===== src/rtl/hilo_ctrl.sv =====
// ---------------------------------------------------------------------------
// hilo_ctrl
//
// Sequencer and HI/LO register file between the control unit and the
// multiply/divide units. A one-cycle op_start launches a multiply or divide.
// The selected unit's control line then stays high until that unit raises its
// done flag. On that edge the 64-bit result is captured into the
// architectural HI/LO registers. A divide-by-zero retire leaves HI/LO
// untouched and raises div0_exc. mthi/mtlo write HI/LO directly while idle.
//
// Optional feature macro: HILO_TIMEOUT_EN
//   When defined, an 8-bit wait counter aborts an operation whose unit has
//   not finished after TIMEOUT cycles, and sets a sticky timeout flag.
//   When undefined, the sequencer waits indefinitely and timeout is tied 0.
//
// Parameters
//   DATA_W   operand / HI / LO width
//   TIMEOUT  cycles to wait for a unit before aborting (1..256, timeout build)
//
// Ports
//   clk        system clock, rising edge
//   reset      synchronous, active-low reset
//   op_start   one-cycle launch request (IDLE only)
//   op_div     with op_start: 1 = divide, 0 = multiply
//   mthi/mtlo  write wdata to HI / LO (IDLE only, dropped if op_start)
//   wdata      data for mthi/mtlo
//   mult_ctrl  start/hold level to the multiplier
//   mult_stop  multiplier done flag
//   mult_hi/lo multiplier result words
//   div_ctrl   start/hold level to the divider
//   div_done   divider done flag
//   div0       divider divide-by-zero flag
//   div_hi/lo  remainder / quotient
//   hi, lo     architectural HI / LO
//   busy       operation in flight (state != IDLE)
//   done       one-cycle retire pulse (normal, div0 or timeout)
//   div0_exc   one-cycle pulse with done on divide-by-zero retire
//   timeout    sticky abort flag, cleared only by reset
// ---------------------------------------------------------------------------
module hilo_ctrl #(
    parameter int DATA_W  = 32,
    parameter int TIMEOUT = 64
) (
    input  logic              clk,
    input  logic              reset,
    input  logic              op_start,
    input  logic              op_div,
    input  logic              mthi,
    input  logic              mtlo,
    input  logic [DATA_W-1:0] wdata,
    output logic              mult_ctrl,
    input  logic              mult_stop,
    input  logic [DATA_W-1:0] mult_hi,
    input  logic [DATA_W-1:0] mult_lo,
    output logic              div_ctrl,
    input  logic              div_done,
    input  logic              div0,
    input  logic [DATA_W-1:0] div_hi,
    input  logic [DATA_W-1:0] div_lo,
    output logic [DATA_W-1:0] hi,
    output logic [DATA_W-1:0] lo,
    output logic              busy,
    output logic              done,
    output logic              div0_exc,
    output logic              timeout
);

    typedef enum logic [1:0] {
        IDLE,
        M_WAIT,
        D_WAIT,
        COOL
    } state_t;

    state_t state;

    // Any non-idle state means the control unit must stall.
    assign busy = (state != IDLE);

`ifdef HILO_TIMEOUT_EN
    // The counter is zero in the first wait cycle, so it equals TIMEOUT-1 in
    // the TIMEOUT-th wait cycle; aborting on that edge makes done visible one
    // cycle after the last permitted wait cycle.
    logic [7:0] wait_cnt;
    logic       wait_expired;

    assign wait_expired = (wait_cnt == 8'(TIMEOUT - 1));
`else
    // TIMEOUT has no effect without the timeout feature.
    logic unused_timeout_cfg;

    assign unused_timeout_cfg = ^TIMEOUT;
    assign timeout            = 1'b0;
`endif

    // Sequencer and HI/LO register file. All outputs apart from busy are
    // registered here. The ctrl lines are cleared on the edge that leaves a
    // wait state, so COOL always shows both units a low level before any
    // restart. done/div0_exc default low so they can only pulse.
    always_ff @(posedge clk) begin
        if (!reset) begin
            state     <= IDLE;
            hi        <= '0;
            lo        <= '0;
            mult_ctrl <= 1'b0;
            div_ctrl  <= 1'b0;
            done      <= 1'b0;
            div0_exc  <= 1'b0;
`ifdef HILO_TIMEOUT_EN
            timeout   <= 1'b0;
            wait_cnt  <= '0;
`endif
        end else begin
            done     <= 1'b0;
            div0_exc <= 1'b0;
`ifdef HILO_TIMEOUT_EN
            wait_cnt <= wait_cnt + 8'd1;
`endif
            case (state)
                IDLE: begin
                    // A launch request takes precedence and drops any write
                    // presented in the same cycle.
                    if (op_start) begin
`ifdef HILO_TIMEOUT_EN
                        wait_cnt <= '0;
`endif
                        if (op_div) begin
                            state    <= D_WAIT;
                            div_ctrl <= 1'b1;
                        end else begin
                            state     <= M_WAIT;
                            mult_ctrl <= 1'b1;
                        end
                    end else begin
                        if (mthi) begin
                            hi <= wdata;
                        end
                        if (mtlo) begin
                            lo <= wdata;
                        end
                    end
                end

                M_WAIT: begin
                    // The unit's done flag wins over an expiry in the same cycle.
                    if (mult_stop) begin
                        hi        <= mult_hi;
                        lo        <= mult_lo;
                        done      <= 1'b1;
                        mult_ctrl <= 1'b0;
                        state     <= COOL;
                    end
`ifdef HILO_TIMEOUT_EN
                    else if (wait_expired) begin
                        done      <= 1'b1;
                        timeout   <= 1'b1;
                        mult_ctrl <= 1'b0;
                        state     <= COOL;
                    end
`endif
                end

                D_WAIT: begin
                    // A divide by zero retires without touching HI/LO.
                    if (div_done) begin
                        if (div0) begin
                            div0_exc <= 1'b1;
                        end else begin
                            hi <= div_hi;
                            lo <= div_lo;
                        end
                        done     <= 1'b1;
                        div_ctrl <= 1'b0;
                        state    <= COOL;
                    end
`ifdef HILO_TIMEOUT_EN
                    else if (wait_expired) begin
                        done     <= 1'b1;
                        timeout  <= 1'b1;
                        div_ctrl <= 1'b0;
                        state    <= COOL;
                    end
`endif
                end

                COOL: begin
                    state <= IDLE;
                end

                default: begin
                    state <= IDLE;
                end
            endcase
        end
    end

endmodule


===== config.mk =====
export PLATFORM = sky130hd
export DESIGN_NAME = hilo_ctrl
export DESIGN_NICKNAME = d
export VERILOG_FILES = /design/src/rtl/hilo_ctrl.sv
export SDC_FILE = /design/constraint.sdc
export NUM_CORES = 1
export LEC_CHECK = 0
export ABC_CLOCK_PERIOD_IN_PS = 3100
export BUFFER_PORTS_ARGS = -buffer_cell sky130_fd_sc_hd__buf_2
export CELL_PAD_IN_SITES_DETAIL_PLACEMENT = 0
export CELL_PAD_IN_SITES_GLOBAL_PLACEMENT = 2
export CORE_ASPECT_RATIO = 0.9
export CORE_MARGIN = 3
export CORE_UTILIZATION = 24
export DETAILED_ROUTE_END_ITERATION = 8
export PLACE_DENSITY = 0.95
export SLEW_MARGIN = 20
export SYNTH_ARGS = -nofsm -noshare
export SYNTH_HDL_FRONTEND = slang
export SYNTH_SLANG_ARGS = --single-unit

===== constraint.sdc =====
create_clock -name clk -period 3.1 [get_ports clk]
set_input_delay 0.31 -clock clk [delete_from_list [all_inputs] [get_ports clk]]
set_output_delay 0.31 -clock clk [all_outputs]
set_load 0.01 [all_outputs]

# == After elaboration in Yosys (flattened, before gate mapping) ==
# Cells that the tools add are included.
# word_totals
reg_bits,70
in_bits,169
output_inout_bits,70
wordCells,59
# op_classes
n_eq_ne,12
n_mux,29
reduce_logical,11
# ops
operator,count
$mux 32,10
$pmux 32 s3,2
$ne 2x2->1 const B,9
$reduce_and 6->1,2
$mux 1,9
$mux 2,4
$pmux 2 s4,1
$reduce_and 4->1,2
$pmux 1 s2,3
$reduce_and 3->1,2
$reduce_bool 2->1,3
$eq 2x2->1 const B,2
$reduce_bool 3->1,1
$eq 2x1->1 const B,1
$logic_not 2->1,1

# == Depth between registers and ports, before layout ==
# Gate-level depths: netlist of the first run.
# depth
ltp_word,3
ltp_mapped,9
mapped_depth_nobuf,6

# == Worst setup path before layout of the first run ==
# OpenSTA, ideal clock, no wires.
# synth_timing
path_type,register to register
startpoint,register state[0]
endpoint,register lo[10]
setup_time_ps,129
arrival_time_ps,1816
required_ps,2971
path_slack_ps,1155
path_stages_with_launch,8
path_buffers,2
period_less_slack_ps,1945
cell_sequence,dfxtp_1 > inv_1 > ha_1 > buf_2 > mux2i_1 > a2111oi_4 > clkbuf_1 > o21ai_0
# synth_via
elab_chain_len,3
elab_cells_between_ends,11
cone_classes,eq/ne: 7; mux: 1; reduce/logical: 3
# synth_lines
element,line,rtl
"start, declared",75,state_t state;
"start signal, assigned",102,state <= IDLE;
"start signal, assigned",128,state <= D_WAIT;
"start signal, assigned",131,state <= M_WAIT;
$eq 2x2->1 (tied with other cells),119,case (state)
$ne 2x2->1 (no line) / $reduce_bool 3->1 (equally long branches),--,
$reduce_and 6->1 (no line),--,
"end signal, assigned",139,lo <= wdata;
"end signal, assigned",148,lo <= mult_lo;
"end signal, assigned",170,lo <= div_lo;
"end, declared",61,"output logic [DATA_W-1:0] lo,"
# Parallel ways exist; a longest one is shown, timed or not.
# A chain may end at the register's enable or synchronous reset.

# == Final worst setup path of the first run ==
# layout_timing
startpoint,register state[0]
endpoint,register lo[17]
# Same word-level chain as after synthesis.

==> impl_metrics.yaml, run 1 <==
critical_path:
  rrSetupSlack_ns: 0.78
  endpoint: "lo[17]"
  worst_r2r_endpoint: "lo[17]"
  startpoint: "state[0]"
  cp.required_ns: 3.35
  arrival_ns: 2.58
  worstPathMaxFanout: 40
  end_kind: "flop"
  path_class: "flop to flop"
  worstSetupStartpointType: "flop"
  reg2reg_depth: 7
  regToRegStartpoint: "state[0]"
worst_hold_path:
  hp-start: "div0"
  holdCritPathClass: "input pin to flop"
routing:
  viasPerCell: 4.67
  vias: 4168
  wire_per_inst_um: 15.0
  postRouteWirelength_mm: 13.4
  drt_drc_violations_left: 0
  first_pass_iters: 4
  antenna_left: 0
  drtIter0Drc: 144
global_route:
  grt-ovfl-total: 0
  grt_pass1_wl_mm: 21.2
  grt_max_degree: 100
  antenna_found_initial: 2
  grt_pass1_vias: 4091
  track_usage_pct: 15.1
timing:
  hold_viol: 0
  slew_headroom_pct: 45.2
  skew_ns: 0.00661
  fin_crit_ns: 2.32
  worst_pin_slew_ns: 0.822
  finalMaxSlewViolations: 0
  fin_tns_setup_ns: 0
  grt_setup_unrepaired: "no"
  finalSetupViolCount: 0
  fmax_mhz: 431
  period_share_pct: 74.9
  fin_ws_ns: 0.778
final_layout:
  fill_cells: 1628
  final_net_count: 865
  syn_to_final_growth_pct: 43.1
  n_antenna_cell: 0
  finalNonFillerCells: 893
  drive_gt1_share_pct: 37.7
  fin_area_sq_mm: 0.00543
pwr:
  total_power_mw: 5.79
  ir_drop_uv: 750
  p_leak_nw: 2.62
  power_density_mw_per_mm2: 1070
synth:
  synth_area_leaders: "dfxtp_1 (37%), a22oi_1 (13%), nand2_1 (10%)"
  synth_fp_nets: 657
  ys_seq_area_share_pct: 36.9
  ys.flop_type: "dfxtp_1"
  synth_area_sq_mm: 0.00379
  post_synth.cell_area_avg_sq_um: 7.87
  synth.largest_area_cell: "dfxtp_1"
  synth-seq-cells: 70
  synth-edff-count: 0
  synth_top_area_share_pct: 36.9
  synthCells: 482
  synth_most_common_cell: "nand2_1"
  async_flop_share_pct: 0
  yosysUniqueCellTypes: 26
  yosysWarningCount: 0
  netlist_top_cells_count: "nand2_1 (104), dfxtp_1 (70), a22oi_1 (64)"
floorplanning:
  die_w_um: 139
  core_sq_mm: 0.0151
  num_rows: 42
  fp.dieH_um: 125
  initial_utilization_pct: 25.2
  die_area_sq_mm: 0.0174
  io-pin-count: 239
cts:
  postCtsSetupBuffers: 0
  cts_resized: 0
  clockBufferDepth: 2
  cts-root-buf: "clkbuf_16"
  cts_tree: "done"
  hold_buffers: 0
  worstSkewPairLatency_ns: 0.33
  cts.sinks: 70
  cts-htree-levels: 3
  path_clk_slew_ns: 0.06
  cts_buffers: 9
placed_design:
  place_hpwl_mm: 9.66
  dpl_worst_slack_ns: 0.760
  dp_cells: 877
  place_congestion: 0.771
  dpl_cell_area_sq_mm: 0.00515
  numPortBuffers: 237
run:
  maxCapViolCount: 0
outcome:
  status: "finished clean"
[how the worst min path moves through the flow]
stage,end,slack [ns],depth (start not counted)
CTS,div0_exc,0.18,3
global placement,lo[9],0.44,2
floorplan,div0_exc,0.42,2
global route,div0_exc,0.19,3
detailed placement,lo[12],0.44,2
finish,div0_exc,0.20,3
[placed cells by master, fill, tap and decap left out, types with 6 or more instances in the layout]
| master | instances |
|---|---|
| a21o_1 | 32 |
| a21oi_1 | 35 |
| a22oi_1 | 64 |
| buf_2 | 236 |
| buf_4 | 6 |
| clkbuf_16 | 9 |
| dfxtp_1 | 70 |
| mux2i_1 | 35 |
| nand2_1 | 103 |
| o21ai_0 | 61 |
[flip-flops by register name (all words and copies together), names as in the netlist]
register and count:
mult_ctrl 1, hi 32, state 2, lo 32
div0_exc 1, div_ctrl 1, done 1
[metrics by stage]
stage,hold WS [ns],utilization [%]
finish,0.198,36.0
global route,0.192,36.0
CTS,0.177,36.0
detailed placement,0.440,34.1
global placement,0.435,34.1
floorplan,0.424,-
[metal layers]
layer | GRT usage, % | routed length [um] | up-vias | share of wire (%)
met5 | 0 | 34 | - | 0.25
met4 | 4.18 | 150 | 4 | 1.1
met3 | 5.69 | 1170 | 14 | 8.7
met2 | 25.3 | 6210 | 171 | 46
met1 | 18.3 | 5810 | 1837 | 43
li1 | - | - | 2142 | -
[worst max-delay path, stage by stage (launching register included)]
cell	delay, ns
dfxtp_1	0.35
inv_1	0.16
ha_2	0.75
buf_4	0.45
a22oi_1	0.18
a21oi_1	0.18
nand2_1	0.06
o21ai_0	0.09
[cells by family after synthesis]
group / count (synthesis) / synth area share, %
compound gates: 202 / 34.2
simple gates: 116 / 11.9
flops: 70 / 36.9
buf+inv: 52 / 5.64
mux: 35 / 9.23
fa+ha+maj: 6 / 1.98
other cells: 1 / 0.0988
[report_power, final]
group          leakage, nW  switching [mW]  internal (mW)  total (mW)
clock network        0.137           0.376          0.609       0.985
logic                 1.91            1.99           1.30        3.29
registers            0.574           0.197           1.32        1.52
[final cells by class]
type,count,area (sq um),area share (%)
inverter,4,15.0,0.276
timing repair buffer,245,1290,23.7
multi-input combinational,360,2200,40.5
clock buffer,16,282,5.18
tap,198,248,4.56
sequential,70,1400,25.8
(Power assumes the default switching activity.)
==> run 2, diff against run 1 <==
--- a/config.mk
+++ b/config.mk
@@ -5,15 +5,15 @@
 export SDC_FILE = /design/constraint.sdc
 export NUM_CORES = 1
 export LEC_CHECK = 0
-export ABC_CLOCK_PERIOD_IN_PS = 3100
+export ABC_CLOCK_PERIOD_IN_PS = 2100
 export BUFFER_PORTS_ARGS = -buffer_cell sky130_fd_sc_hd__buf_2
 export CELL_PAD_IN_SITES_DETAIL_PLACEMENT = 0
 export CELL_PAD_IN_SITES_GLOBAL_PLACEMENT = 2
 export CORE_ASPECT_RATIO = 0.9
 export CORE_MARGIN = 3
-export CORE_UTILIZATION = 24
+export CORE_UTILIZATION = 20
 export DETAILED_ROUTE_END_ITERATION = 8
-export PLACE_DENSITY = 0.95
+export PLACE_DENSITY = 0.88
 export SLEW_MARGIN = 20
 export SYNTH_ARGS = -nofsm -noshare
 export SYNTH_HDL_FRONTEND = slang
==> constraint.sdc (replaced) <==
create_clock -name clk -period 2.1 [get_ports clk]
set_input_delay 0.21 -clock clk [delete_from_list [all_inputs] [get_ports clk]]
set_output_delay 0.21 -clock clk [all_outputs]
set_load 0.01 [all_outputs]
==> impl_metrics.yaml, run 2 (synthesized netlist as in run 1, its figures left out) <==
outcome:
  status: "finished clean"
critical_path:
  worstPathMaxFanout: 38
  path_class: "flop to flop"
  worstSetupStartpointType: "flop"
  end_kind: "flop"
  arrival_ns: 2.11
  cp.required_ns: 2.29
timing:
  skew_ns: 0.00611
  finalSetupViolCount: 0
  fin_ws_ns: 0.184
  fin_tns_setup_ns: 0
  finalMaxSlewViolations: 0
  fmax_mhz: 522
  fin_crit_ns: 1.92
  grt_setup_unrepaired: "no"
  period_share_pct: 91.2
  hold_viol: 0
placed_design:
  place_congestion: 0.723
  dpl_worst_slack_ns: 0.135
  numPortBuffers: 237
  place_hpwl_mm: 10.6
  dpl_cell_area_sq_mm: 0.00525
  dp_cells: 930
global_route:
  grt-ovfl-total: 0
  grt_pass1_vias: 4013
  track_usage_pct: 12.9
  grt_max_degree: 100
  antenna_found_initial: 1
  grt_pass1_wl_mm: 20.8
routing:
  antenna_left: 0
  wire_per_inst_um: 14.8
  drt_drc_violations_left: 0
  postRouteWirelength_mm: 14.0
  vias: 4211
  first_pass_iters: 4
  drtIter0Drc: 167
  viasPerCell: 4.46
final_layout:
  n_antenna_cell: 0
  final_cell_mix: "buf_2 (236), nand2_1 (103), dfxtp_1 (70)"
  drive_gt1_share_pct: 38.6
  syn_to_final_growth_pct: 46.2
  final_net_count: 871
  largest_registers: "hi x32, lo x32, state x2"
  regArea_sq_mm: 0.00140
  multiInputGateArea_sq_mm: 0.00220
  finalNonFillerCells: 945
  final_common_cell: "buf_2"
  fill_cells: 2031
  fin_area_sq_mm: 0.00555
cts:
  cts-root-buf: "clkbuf_16"
  hold_buffers: 0
  cts-htree-levels: 3
  cts_buffers: 9
  worstSkewPairLatency_ns: 0.33
  cts.sinks: 70
  path_clk_slew_ns: 0.06
  cts_tree: "done"
  clockBufferDepth: 2
floorplanning:
  core_sq_mm: 0.0185
  io-pin-count: 239
  num_rows: 47
  die_area_sq_mm: 0.0207
  initial_utilization_pct: 20.5
  die_w_um: 151
  fp.dieH_um: 137
pwr:
  p_leak_nw: 2.66
  power_density_mw_per_mm2: 1570
  ir_drop_uv: 960
run:
  maxCapViolCount: 0
worst_hold_path:
  holdCritPathClass: "input pin to flop"
-- run 2: cell types whose count changed in the layout (fill, tap and decap cells not counted) --
cell,delta
a2111oi_0,-1
a2111oi_1,+1
buf_4,+5
buf_6,+1
clkbuf_1,-2
clkbuf_8,+1
nor2b_1,-1
nor2b_2,+1
-- run 2: worst max-delay path, cell delays in order (launching register included) --
cell,delay [ns]
dfxtp_1,0.40
inv_1,0.14
ha_4,0.31
mux2i_1,0.10
a2111oi_4,0.37
buf_6,0.30
o21ai_0,0.16
-- run 2: timing repair --
item | in CTS | in global routing
endpoints found under the setup margin | 0 | 30
buffers inserted | 0 | 0
resized for setup | 0 | 3
-- run 2: cell type report --
cell class                 count  area share (%)
clock buffer                  15            5.19
inverter                       4           0.271
multi-input combinational    360            39.7
sequential                    70            25.3
tap                          245            5.53
timing repair buffer         251            24.1
-- run 2: through the flow --
stage / util, % / hold WS [ns] / power, mW
global placement: 28.4 / 0.433 / 7.28
detailed placement: 28.4 / 0.442 / 7.31
floorplan: - / 0.324 / 5.53
finish: 29.9 / 0.0960 / 8.69
global route: 29.9 / 0.0916 / 9.45
CTS: 29.9 / 0.0757 / 8.84
-- run 2: layer usage --
layer  vias to the layer above  routed length, um  track usage (%)
li1                       2155                  -                -
met1                      1871               5910             15.5
met2                       168               6480             21.3
met3                        15               1350             4.87
met4                         2                218             4.03
met5                         -                  7                0
-- run 2: where the power goes --
group | switching, mW | internal (mW)
clock | 0.538 | 0.923
combinational | 3.01 | 1.98
sequential | 0.293 | 1.95
-- run 2: path summary, 6_finish.rpt --
check	end	slack, ns	cells after the start	start
hold reg to reg	lo[9]	0.45	2	lo[9]
setup reg to reg	lo[23]	0.18	6	state[1]
setup / recovery	lo[23]	0.18	6	state[1]
hold / removal	div0_exc	0.1	3	div0
